==> src/rtl/req_debounce8_if.sv <==
// Request-debouncer bus: raw request lines and enable in, debounced vector,
// encoder enable and change-event handshake out.
interface req_debounce8_if;
  logic [7:0] raw;
  logic       en_in;
  logic [7:0] a;
  logic       en;
  logic       vld;
  logic       rdy;
  logic [7:0] chg;
  logic       ovf;

  modport master (
    output raw, en_in, rdy,
    input  a, en, vld, chg, ovf
  );

  modport slave (
    input  raw, en_in, rdy,
    output a, en, vld, chg, ovf
  );
endinterface

==> src/rtl/req_debounce8.sv <==
// Eight-channel request debouncer feeding a downstream 8-to-3 encoder.
// Each raw line is double-flop synchronized, then must disagree with its
// debounced value for DB_CNT consecutive cycles before the value flips.
// Changes of the debounced vector seen while ACTIVE raise a change event
// (vld/chg) held until the consumer accepts it; ovf records a change that
// arrived while an event was still pending.
//
// state  | meaning
// IDLE   | everything cleared, encoder disabled, waiting for en_in
// SETTLE | synchronizer/debounce running, no events, encoder disabled
// ACTIVE | encoder enabled, debounced changes produce events
module req_debounce8 #(
  parameter int DB_CNT = 4
) (
  input logic          clk,
  input logic          rst_n,
  req_debounce8_if.slave bus
);

  typedef enum logic [1:0] {
    S_IDLE   = 2'd0,
    S_SETTLE = 2'd1,
    S_ACTIVE = 2'd2
  } state_t;

  // Terminal count of the per-channel counters, and the settle down-counter
  // load giving DB_CNT+2 cycles in SETTLE (counts load..0 inclusive).
  localparam logic [3:0] CNT_TC     = 4'(DB_CNT - 1);
  localparam logic [4:0] SETTLE_LD  = 5'(DB_CNT + 1);

  state_t          r_state;
  logic [7:0]      r_s1;
  logic [7:0]      r_s2;
  logic [7:0][3:0] r_cnt;
  logic [4:0]      r_settle;
  logic [7:0]      r_a;
  logic            r_en;
  logic            r_vld;
  logic [7:0]      r_chg;
  logic            r_ovf;

  logic [7:0]      w_a_next;
  logic [7:0][3:0] w_cnt_next;
  logic [7:0]      w_flip;

  // Per-channel debounce next state: count disagreement, flip at terminal count.
  always_comb begin
    w_a_next   = r_a;
    w_cnt_next = '0;
    w_flip     = '0;
    for (int i = 0; i < 8; i++) begin
      if (r_s2[i] != r_a[i]) begin
        if (r_cnt[i] == CNT_TC) begin
          w_a_next[i] = r_s2[i];
          w_flip[i]   = 1'b1;
        end else begin
          w_cnt_next[i] = r_cnt[i] + 4'd1;
        end
      end
    end
  end

  // Sequencing FSM with synchronizer, debounce state and event registers.
  always_ff @(posedge clk or negedge rst_n) begin
    if (!rst_n) begin
      r_state  <= S_IDLE;
      r_s1     <= '0;
      r_s2     <= '0;
      r_cnt    <= '0;
      r_settle <= '0;
      r_a      <= '0;
      r_en     <= 1'b0;
      r_vld    <= 1'b0;
      r_chg    <= '0;
      r_ovf    <= 1'b0;
    end else if (!bus.en_in) begin
      // Disable wins from any state and clears everything on this edge.
      r_state  <= S_IDLE;
      r_s1     <= '0;
      r_s2     <= '0;
      r_cnt    <= '0;
      r_settle <= '0;
      r_a      <= '0;
      r_en     <= 1'b0;
      r_vld    <= 1'b0;
      r_chg    <= '0;
      r_ovf    <= 1'b0;
    end else begin
      case (r_state)
        S_IDLE: begin
          r_s1     <= '0;
          r_s2     <= '0;
          r_cnt    <= '0;
          r_a      <= '0;
          r_en     <= 1'b0;
          r_vld    <= 1'b0;
          r_chg    <= '0;
          r_ovf    <= 1'b0;
          r_settle <= SETTLE_LD;
          r_state  <= S_SETTLE;
        end

        S_SETTLE: begin
          r_s1  <= bus.raw;
          r_s2  <= r_s1;
          r_cnt <= w_cnt_next;
          r_a   <= w_a_next;
          if (r_settle == 5'd0) begin
            r_state <= S_ACTIVE;
            r_en    <= 1'b1;
          end else begin
            r_settle <= r_settle - 5'd1;
          end
        end

        S_ACTIVE: begin
          r_s1  <= bus.raw;
          r_s2  <= r_s1;
          r_cnt <= w_cnt_next;
          r_a   <= w_a_next;
          r_en  <= 1'b1;
          if (|w_flip) begin
            r_vld <= 1'b1;
            if (!r_vld || bus.rdy) begin
              // Fresh event, or pending one accepted on this same edge:
              // report only the bits changing now.
              r_chg <= w_flip;
            end else begin
              r_chg <= r_chg | w_flip;
              r_ovf <= 1'b1;
            end
          end else if (r_vld && bus.rdy) begin
            r_vld <= 1'b0;
            r_chg <= '0;
          end
        end

        default: begin
          r_state <= S_IDLE;
          r_en    <= 1'b0;
        end
      endcase
    end
  end

  assign bus.a   = r_a;
  assign bus.en  = r_en;
  assign bus.vld = r_vld;
  assign bus.chg = r_chg;
  assign bus.ovf = r_ovf;

endmodule

==> src/flat_wrapper.sv <==
// flat-port wrapper written by rule: the top's interface ports become plain ports
module req_debounce8_flat 
#(
  parameter int DB_CNT = 4
)
  (clk, rst_n, bus_raw, bus_en_in, bus_rdy, bus_a, bus_en, bus_vld, bus_chg, bus_ovf);
  req_debounce8_if bus_i ();
  input logic clk;
  input logic rst_n;
  input wire logic [$bits(bus_i.raw)-1:0] bus_raw;
  input wire logic [$bits(bus_i.en_in)-1:0] bus_en_in;
  input wire logic [$bits(bus_i.rdy)-1:0] bus_rdy;
  output wire logic [$bits(bus_i.a)-1:0] bus_a;
  output wire logic [$bits(bus_i.en)-1:0] bus_en;
  output wire logic [$bits(bus_i.vld)-1:0] bus_vld;
  output wire logic [$bits(bus_i.chg)-1:0] bus_chg;
  output wire logic [$bits(bus_i.ovf)-1:0] bus_ovf;
  assign bus_i.raw = bus_raw;
  assign bus_i.en_in = bus_en_in;
  assign bus_i.rdy = bus_rdy;
  assign bus_a = bus_i.a;
  assign bus_en = bus_i.en;
  assign bus_vld = bus_i.vld;
  assign bus_chg = bus_i.chg;
  assign bus_ovf = bus_i.ovf;
  req_debounce8 #(.DB_CNT(DB_CNT)) u_core (.clk(clk), .rst_n(rst_n), .bus(bus_i));
endmodule
==> config.mk <==
export PLATFORM = sky130hd
export DESIGN_NAME = req_debounce8_flat
export DESIGN_NICKNAME = d
export VERILOG_FILES = /design/src/rtl/req_debounce8_if.sv /design/src/rtl/req_debounce8.sv /design/src/flat_wrapper.sv
export SDC_FILE = /design/constraint.sdc
export NUM_CORES = 1
export LEC_CHECK = 0
export ABC_AREA = 1
export CAP_MARGIN = 20
export CORE_MARGIN = 8
export CORE_UTILIZATION = 30
export CTS_CLUSTER_SIZE = 25
export DETAILED_ROUTE_END_ITERATION = 6
export GPL_ROUTABILITY_DRIVEN = 1
export GPL_TIMING_DRIVEN = 0
export PLACE_DENSITY = 0.59
export SYNTH_ARGS = -nofsm -noshare
export SYNTH_HDL_FRONTEND = slang
export SYNTH_SLANG_ARGS = --single-unit
==> constraint.sdc <==
create_clock -name clk -period 1.8 [get_ports clk]
set_clock_uncertainty 0.15 [all_clocks]
set_input_delay 0.54 -clock clk [delete_from_list [all_inputs] [get_ports clk]]
set_output_delay 0.54 -clock clk [all_outputs]
set_load 0.1 [all_outputs]
# [Word level (Yosys, flattened, before mapping)]
# Cells that the tools add are included.
[totals] regBits=74 latch_bits=0 ramBits=0 rom_bits=0 inputBits=12 output_inout_bits=19 word_cells=174 mem_count=0
[op_classes] addsub=9 mul=0 div=0 order_cmp=0 n_eq_ne=43 n_shift=0 mux=78 bitwise_logic=1 n_reduce_logical=19
[op_table] operator="$mux 4" n=16
[op_table] operator="$pmux 32 s2" n=1
[op_table] operator="$pmux 8 s2" n=4
[op_table] operator="$ne 3x2->1 const B" n=19
[op_table] operator="$mux 8" n=7
[op_table] operator="$mux 1" n=40
[op_table] operator="$add 4x1->4 const B" n=8
[op_table] operator="$eq 4x2->1 const B" n=8
[op_table] operator="$mux 32" n=1
[op_table] operator="$reduce_and 3->1" n=9
[op_table] operator="$mux 5" n=2
[op_table] operator="$pmux 5 s2" n=1
[op_table] operator="$ne 1x1->1" n=8
[op_table] operator="$or 8x8->8" n=1
[op_table] operator="$reduce_or 8->1" n=1
[op_table] operator="$ne 3x1->1 const B" n=2
[op_table] operator="$ne 3x3->1 const B" n=2
[op_table] operator="$pmux 1 s2" n=3
[op_table] operator="$pmux 2 s3" n=1
[op_table] operator="$reduce_and 2->1" n=3
[op_table] operator="$logic_not 5->1" n=1
[op_table] operator="$sub 5x1->5 const B" n=1
[op_table] operator="$mux 2" n=2
[op_table] operator="$ne 4x2->1 const B" n=1
[op_table] operator="8 further kinds" n=8

# [Depth between registers and ports, before layout]
[logic_depth] word_depth=8 ltp_mapped=10 mapped_depth_nobuf=10

# [Worst setup path before layout]
# Ideal clock, no wire load.
[synth_timing] path_kind="register to register" startpoint="register u_core.r_a[0], in the netlist u_core.bus.a[0]" endpoint="register u_core.r_vld, in the netlist u_core.bus.vld" setup_time_ns=0.068 arrival_ns=1.852 required_ns=1.582 setup_slack_ns=-0.270 stages_incl_launch_ff=11 n_path_buf=0 synth_period_minus_slack_ns=2.070 path_cell_list="dfrtp_1 inv_1 nand2_1 nand2_1 nand2_1 nand2_1 nor2_2 nand3_2 nand2_4 nand3_1 nand2_1"
[synth_between] elab_chain_len=6 elab_cells_between_ends=8 classes_between="eq/ne (2); mux (4); reduce/logical (2)"
[synth_rtl] item="start, declared" line="req_debounce8.sv:36" source="logic [7:0] r_a;"
[synth_rtl] item="start signal, assigned" line="req_debounce8.sv:107" source="r_a <= w_a_next;"
[synth_rtl] item="start signal, assigned" line="req_debounce8.sv:120" source="r_a <= w_a_next;"
[synth_rtl] item="$ne 1x1->1 *" line="req_debounce8.sv:52" source="if (r_s2[i] != r_a[i]) begin"
[synth_rtl] item="$mux 1 *" line="req_debounce8.sv:52"
[synth_rtl] item="$reduce_or 8->1 *" line="req_debounce8.sv:122" source="if (|w_flip) begin"
[synth_rtl] item="$mux 1" line="req_debounce8.sv:122"
[synth_rtl] item="$pmux 1 s2" line="req_debounce8.sv:89" source="case (r_state)"
[synth_rtl] item="$mux 1" line="req_debounce8.sv:76" source="end else if (!bus.en_in) begin"
[synth_rtl] item="end signal, assigned" line="req_debounce8.sv:73" source="r_vld <= 1'b0;"
[synth_rtl] item="end signal, assigned" line="req_debounce8.sv:96" source="r_vld <= 1'b0;"
[synth_rtl] item="end signal, assigned" line="req_debounce8.sv:123" source="r_vld <= 1'b1;"
[synth_rtl] item="end, declared" line="req_debounce8.sv:38" source="logic r_vld;"
# Mark *: on every way between the ends. The rest lies on a longest branch, timed or not.
# A chain may end at the register's enable or synchronous reset.

# [Final worst setup path]
[layout_timing] startpoint="register u_core.r_a[4], in the netlist u_core.bus.a[4]" endpoint="output bus_a[4]"
[layout_rtl] item="end, declared" line="flat_wrapper.sv:13" source="output wire logic [$bits(bus_i.a)-1:0] bus_a;"
# No word-level cell between the ends.

==> impl_metrics.csv <==
group,metric,value,unit
outcome,status,"complete, no violations",
synth,synth_seq_cells,74,
placement,pre_cts_ws,-0.429,ns
die,die_h,131,um
clock_tree,cts_max_level,3,
worst_setup_path,crit_family,"flip-flops",
worst_hold_path,hold_depth,2,
synth,synth_ff_type,"dfrtp_1",
clock_tree,clk_pin_slew,0.06,ns
grt,grt_max_degree,64,
layout,fillers,1332,
layout,finish.utilization,38.8,%
synth,yosys.area_share.simple,23.7,%
worst_setup_path,r2r_end,"u_core.bus.chg[6]",
clock_tree,clock_sinks,74,
synth,muxShareOfSynthArea,0,%
synth,post_synth.cell_area_avg,8.50,um2
routing,antenna_left,0,
grt,antenna_found_initial,0,
die,die_w,131,um
layout,antenna_cells,0,
layout,multi_input_area,1890,um2
layout,fin_nets,551,
timing,slew_viol_final,0,
synth,synth_area_leaders,"dfrtp_1 46%, nand2_1 10%, inv_1 5.5%",
timing,fin_ws,0.0650,ns
worst_setup_path,critPathKind,"reg -> out",
synth,synth_compound_area_share,14.1,%
worst_setup_path,r2r_cells,9,
synth,ys_async_sr_fraction,100,%
routing,drt_wl_total,10000,um
synth,yosysTopAreaCell,"dfrtp_1",
die,core_region_area,13100,um2
synth,netlist_area,4000,um2
timing,setup_viol_count_final,0,
worst_setup_path,slowest_delay,0.41,ns
worst_setup_path,worst_path_max_delay_cell,"dfrtp_2",
worst_setup_path,arrival,1.04,ns
clock_tree,numCtsBuffers,9,
worst_setup_path,worstSetupStartpoint,"u_core.bus.a[4]",
routing,viasPerCell,4.73,
clock_tree,clk_latency,0.33,ns
worst_setup_path,worstPathCellList,"buf_4",
grt,grt_overflow_total,0,
worst_setup_path,end_kind,"output pin",
placement,io_buffers,29,
worst_setup_path,path_buf_inv,1,
layout,area_growth,27.5,%
die,ios,31,
clock_tree,cts_buffer_depth,2,
synth,synth_fa_ha_area_share,4.07,%
routing,drt_iter0_markers,180,
synth,synth.yosys.seq_area_share,46.4,%
placement,dp_hpwl,6770,um
timing,fmax,576,MHz
die,rows,42,
synth,synth_edf_count,0,
clock_tree,cts-root-buf,"clkbuf_16",
timing,hold_viol,0,
clock_tree,tritoncts,"yes",
synth,synth-xor-area-share,2.19,%
grt,grt_usage,11.7,%
synth,synth_top_area_share,46.4,%
timing,tightestPinTransition,0.356,ns
synth,synth_nets,495,
grt,grt_pass1_wl,16400,um
timing,max_slew_margin,76.3,%
worst_setup_path,crit_fanout,4,
power_and_ir_drop,cellPowerDensity,1130,nW/um2
synth,synth_cells,470,
layout,drive_gt1_share,28.8,%
worst_hold_path,min_path_type,"reg -> reg",
worst_setup_path,rr_startpoint,"u_core.r_cnt[12]",
worst_setup_path,r2r_slack,0.07,ns
timing,period_needed,1.73,ns
routing,vias,3345,
routing,dr.pass1.iters,4,
grt,first_global_vias,3392,
job,maxCapViolations,0,
worst_setup_path,cp.depth,1,
synth,synth_cell_type_count,43,
placement,place.gp.congestion,0.783,
die,start_util,30.4,%
routing,wl_per_cell,14.1,um
worst_setup_path,endpoint,"bus_a[4]",
routing,route.detailed.drc,0,
synth,synth_top_family_by_area,"simple AND/OR/NAND/NOR gates",
timing,period_share,96.4,%
die,die_area,17300,um2
layout,regArea,1860,um2
power_and_ir_drop,cellLeakagePower,2.37,nW
worst_setup_path,cp.required,1.11,ns
power_and_ir_drop,vdd_ir_drop_max,0.485,mV
synth,ys_warn_count,0,
worst_setup_path,crit_path_start_kind,"register",
worst min-delay path by stage:
stage	from	to	slack [ns]
5_1_grt	u_core.bus.ovf	u_core.bus.ovf	0.39
3_3_place_gp	u_core.bus.ovf	u_core.bus.ovf	0.32
3_5_place_dp	rst_n	u_core.r_cnt[13]	0.25
2_1_floorplan	rst_n	u_core.bus.a[0]	0.09
4_1_cts	u_core.bus.ovf	u_core.bus.ovf	0.34
6_report	u_core.bus.ovf	u_core.bus.ovf	0.34
logic make-up after synthesis:
kind of cell / after synthesis
flip-flops: 74
AO/OA/AOI/OAI: 89
adder cells (fa/ha/maj): 13
buffers and inverters: 87
AND/OR/NAND/NOR: 197
XOR/XNOR: 10
layout make-up:
class                      count  share of cell area, %
timing repair buffer          44                   7.37
sequential                    74                   36.6
buffer                        14                   2.51
clock inverter                 5                   2.01
tap                          176                   4.32
clock buffer                  11                   4.57
multi-input combinational    310                   37.2
inverter                      73                   5.45
state kept, by name (all words and copies together) (netlist names), 2 cells and up:
signal / cells
u_core.r_state: 2
u_core.r_cnt: 32
u_core.r_s1: 8
u_core.bus.a: 8
u_core.r_s2: 8
u_core.r_settle: 5
u_core.bus.chg: 8
per-layer routing:
layer	track usage, %	share of wire, %
met5	0	0
met4	5.30	1.3
met3	2.32	3.2
met2	19.6	51
met1	14.2	45
cell usage in the layout, fill, tap and decap left out, types with 15 or more instances in the layout:
| master | netlist | layout |
|---|---|---|
| nand2_1 | 110 | 101 |
| dfrtp_1 | 74 | 65 |
| inv_1 | 59 | 55 |
| buf_4 | 1 | 36 |
| nand3_1 | 34 | 34 |
| o21ai_0 | 33 | 32 |
| inv_2 | 12 | 16 |
| nor2_1 | 23 | 16 |
| nand2_2 | 6 | 15 |
through the flow:
stage	instances	hold WS [ns]	cell area (um2)	TNS [ns]	power (mW)
floorplan	470	0.0944	4010	0	3.06
global placement	675	0.318	4520	-217.21	3.47
detailed placement	676	0.251	4540	-14.76	3.51
CTS	694	0.336	4880	0	5.66
global route	707	0.394	5090	-0.139	6.08
finish	707	0.336	5090	0	5.74
cell usage after synthesis, types with 3 or more instances:
library cell and count:
a21boi_1 3, dfrtp_1 74, o22ai_1 9, nor2_1 23, buf_2 5, a31oi_1 6, a21oi_2 6, nand2_4 3
buf_6 6, inv_2 12, nand3_1 34, nand4_1 3, ha_1 13, a21oi_1 10, o21ai_1 8, nand2_2 6
nand2_1 110, nor3_2 3, nor3b_2 4, xor2_1 7, o21ai_0 33, inv_1 59, a41oi_1 3, xnor2_1 3
o22ai_2 5
where the power goes:
group | total [mW] | switching [mW] | internal [mW] | leakage, nW
Sequential | 1.97 | 0.122 | 1.85 | 1.01
Clock | 2.04 | 0.689 | 1.35 | 0.160
Combinational | 1.73 | 1.08 | 0.647 | 1.20
repair_timing:
action | 4_1_cts | 5_1_grt
resized for setup | 126 | 38
cloned | 0 | 1
hold endpoints to repair | 11 | 0
setup buffers | 1 | 12
setup endpoints to repair | 84 | 36
hold buffers | 1 | 0
pin swaps | 1 | 11
Power figures use the tool's default switching activity.
==> edit: new RTL, same settings <==
Re-encode `state_t` (3 states) as one-hot, 3 bits wide.
--- a/src/rtl/req_debounce8.sv
+++ b/src/rtl/req_debounce8.sv
@@ -19,6 +19,6 @@
 
-  typedef enum logic [1:0] {
-    S_IDLE   = 2'd0,
-    S_SETTLE = 2'd1,
-    S_ACTIVE = 2'd2
+  typedef enum logic [2:0] {
+    S_IDLE   = 3'b001,
+    S_SETTLE = 3'b010,
+    S_ACTIVE = 3'b100
   } state_t;
Check against the original RTL: same outputs for any inputs over 10 cycles, from zero or initial values and one cycle with rst_n low; not proved beyond that.
==> edit against the unedited design <==
Power is 10% lower. Worst setup slack worse by 32 ps. Die area is 4.5% lower. Synthesized area is 5.1% lower. Sequential cell count is 1 higher. Routed wire length is 3.5% higher. Sequential share of layout area is 0.40 points higher. Design area is 1.1% higher. First-iteration DRC count is 39% higher. Fmax is 1.8% lower.
==> edit: results (changes against the unedited design) <==
worst-margin pin slew=350.3 ps (-5.457 ps); Mapped Nets=463 (-6.5%); GRT met1 Usage=0.1678 (+0.02629); Worst EP arrival=1080 ps (+40 ps); gpl congestion=0.7686 (-1.8%); DR WL met2=4882 um (-4.0%); Cell variety after synth=36 (-16%); Place WS=-882.0 ps (-453.5 ps); routing usage on met2=0.2098 (+0.01406); DRT Wirelength=10360 um (+3.5%); layout cell share with drive strength beyond 1=0.3124 (+0.02425); CP peak stage delay=500 ps (+90 ps); Via density=4.752 (+0.43%); maximum VDD drop=0.5742 mV (+18%); cts bufs inserted=9 (unchanged); PortBufs=30 (+3.4%); post-synthesis sequential area ratio=0.4952 (+0.03170); CP max-delay cell=dfrtp_4; Cell Area, Placed=0.004357 mm^2 (-4.1%); CTS H-Tree Depth=3 (unchanged); status=completed; Final Net Count=541 (-1.8%); gr usage total=0.1287 (+0.01211); synth cell count leaders=nand2_1, dfrtp_1, inv_1; Post-CTS Setup Repair Bufs=19 (+18); first-pass iteration count of the detailed router=5 (+1); Leak=2.400 nW (+1.5%); placed insts=645 (-4.6%); Cell Rows=41 (-2.4%); worst-path fanout max=4 (unchanged); GRT met3 Usage=0.02234 (-0.0009052); final non-filler cell total=697 (-1.4%); met3 routed WL=394 um (+22%); initial DRC count=250 (+39%); Mean Syn Cell Area=8.580 um^2 (+0.94%); Detailed Place HPWL=6644 um (-1.9%); first-pass GRT wire length=16800 um (+2.5%); number of global-route vias before repair=3368 (-0.71%); Area contributors post-synth=dfrtp_1, nand2_1, inv_1, o31ai_1, ha_1; wl on met1=4903 um (+9.8%); post_cts resized=137 (+8.7%); pin count of the biggest net entering global routing=66 (+3.1%)
edit: changes by cell type in the layout (fill, tap and decap cells not counted), sizes merged, moves of 5 or more:
cell	delta
nand3	-12
o21ai	-9
a21oi	+5
a32o	+5
buf	+20
inv	-12
o31ai	+18
edit: power breakdown:
group	internal (mW)	switching, mW	total, mW	leakage (nW)
Sequential	1.79	0.0863	1.87	1.02
Clock	1.29	0.699	1.99	0.159
Combinational	0.461	0.849	1.31	1.22
edit: worst paths after layout:
| kind | end | depth (start not counted) | start | slack (ps) |
|---|---|---|---|---|
| worst max register to register | u_core.bus.chg[5] | 10 | u_core.r_cnt[5] | 40 |
| worst min register to register | u_core.bus.ovf | 2 | u_core.bus.ovf | 330 |
| worst max-delay path | bus_a[5] | 1 | u_core.bus.a[5] | 30 |
| max in group asynchronous | u_core.bus.a[1] | 3 | rst_n | 450 |
| min in group asynchronous | u_core.bus.chg[7] | 2 | rst_n | 430 |
| worst min-delay path | u_core.bus.ovf | 2 | u_core.bus.ovf | 330 |
edit: final cells by class:
class                      count  area (um^2)
fill                        1207         7317
sequential                    75         1904
multi-input combinational    297         1802
timing repair buffer          67        555.5
clock buffer                  12        256.5
inverter                      60        230.2
tap                          172        215.2
buffer                        10        112.6
clock inverter                 4        72.57
edit: logic make-up (layout without fill, tap and decap cells):
logic type | after synthesis | in the layout | share of synthesized area
AO/OA/AOI/OAI | 95 | 95 | 0.1597
XOR/XNOR | 7 | 7 | 0.01617
adder cells (fa/ha/maj) | 9 | 9 | 0.02969
buffers and inverters | 70 | 153 | 0.08346
flip-flops | 75 | 75 | 0.4952
multiplexers | 1 | 1 | 0.002639
AND/OR/NAND/NOR | 185 | 185 | 0.2131
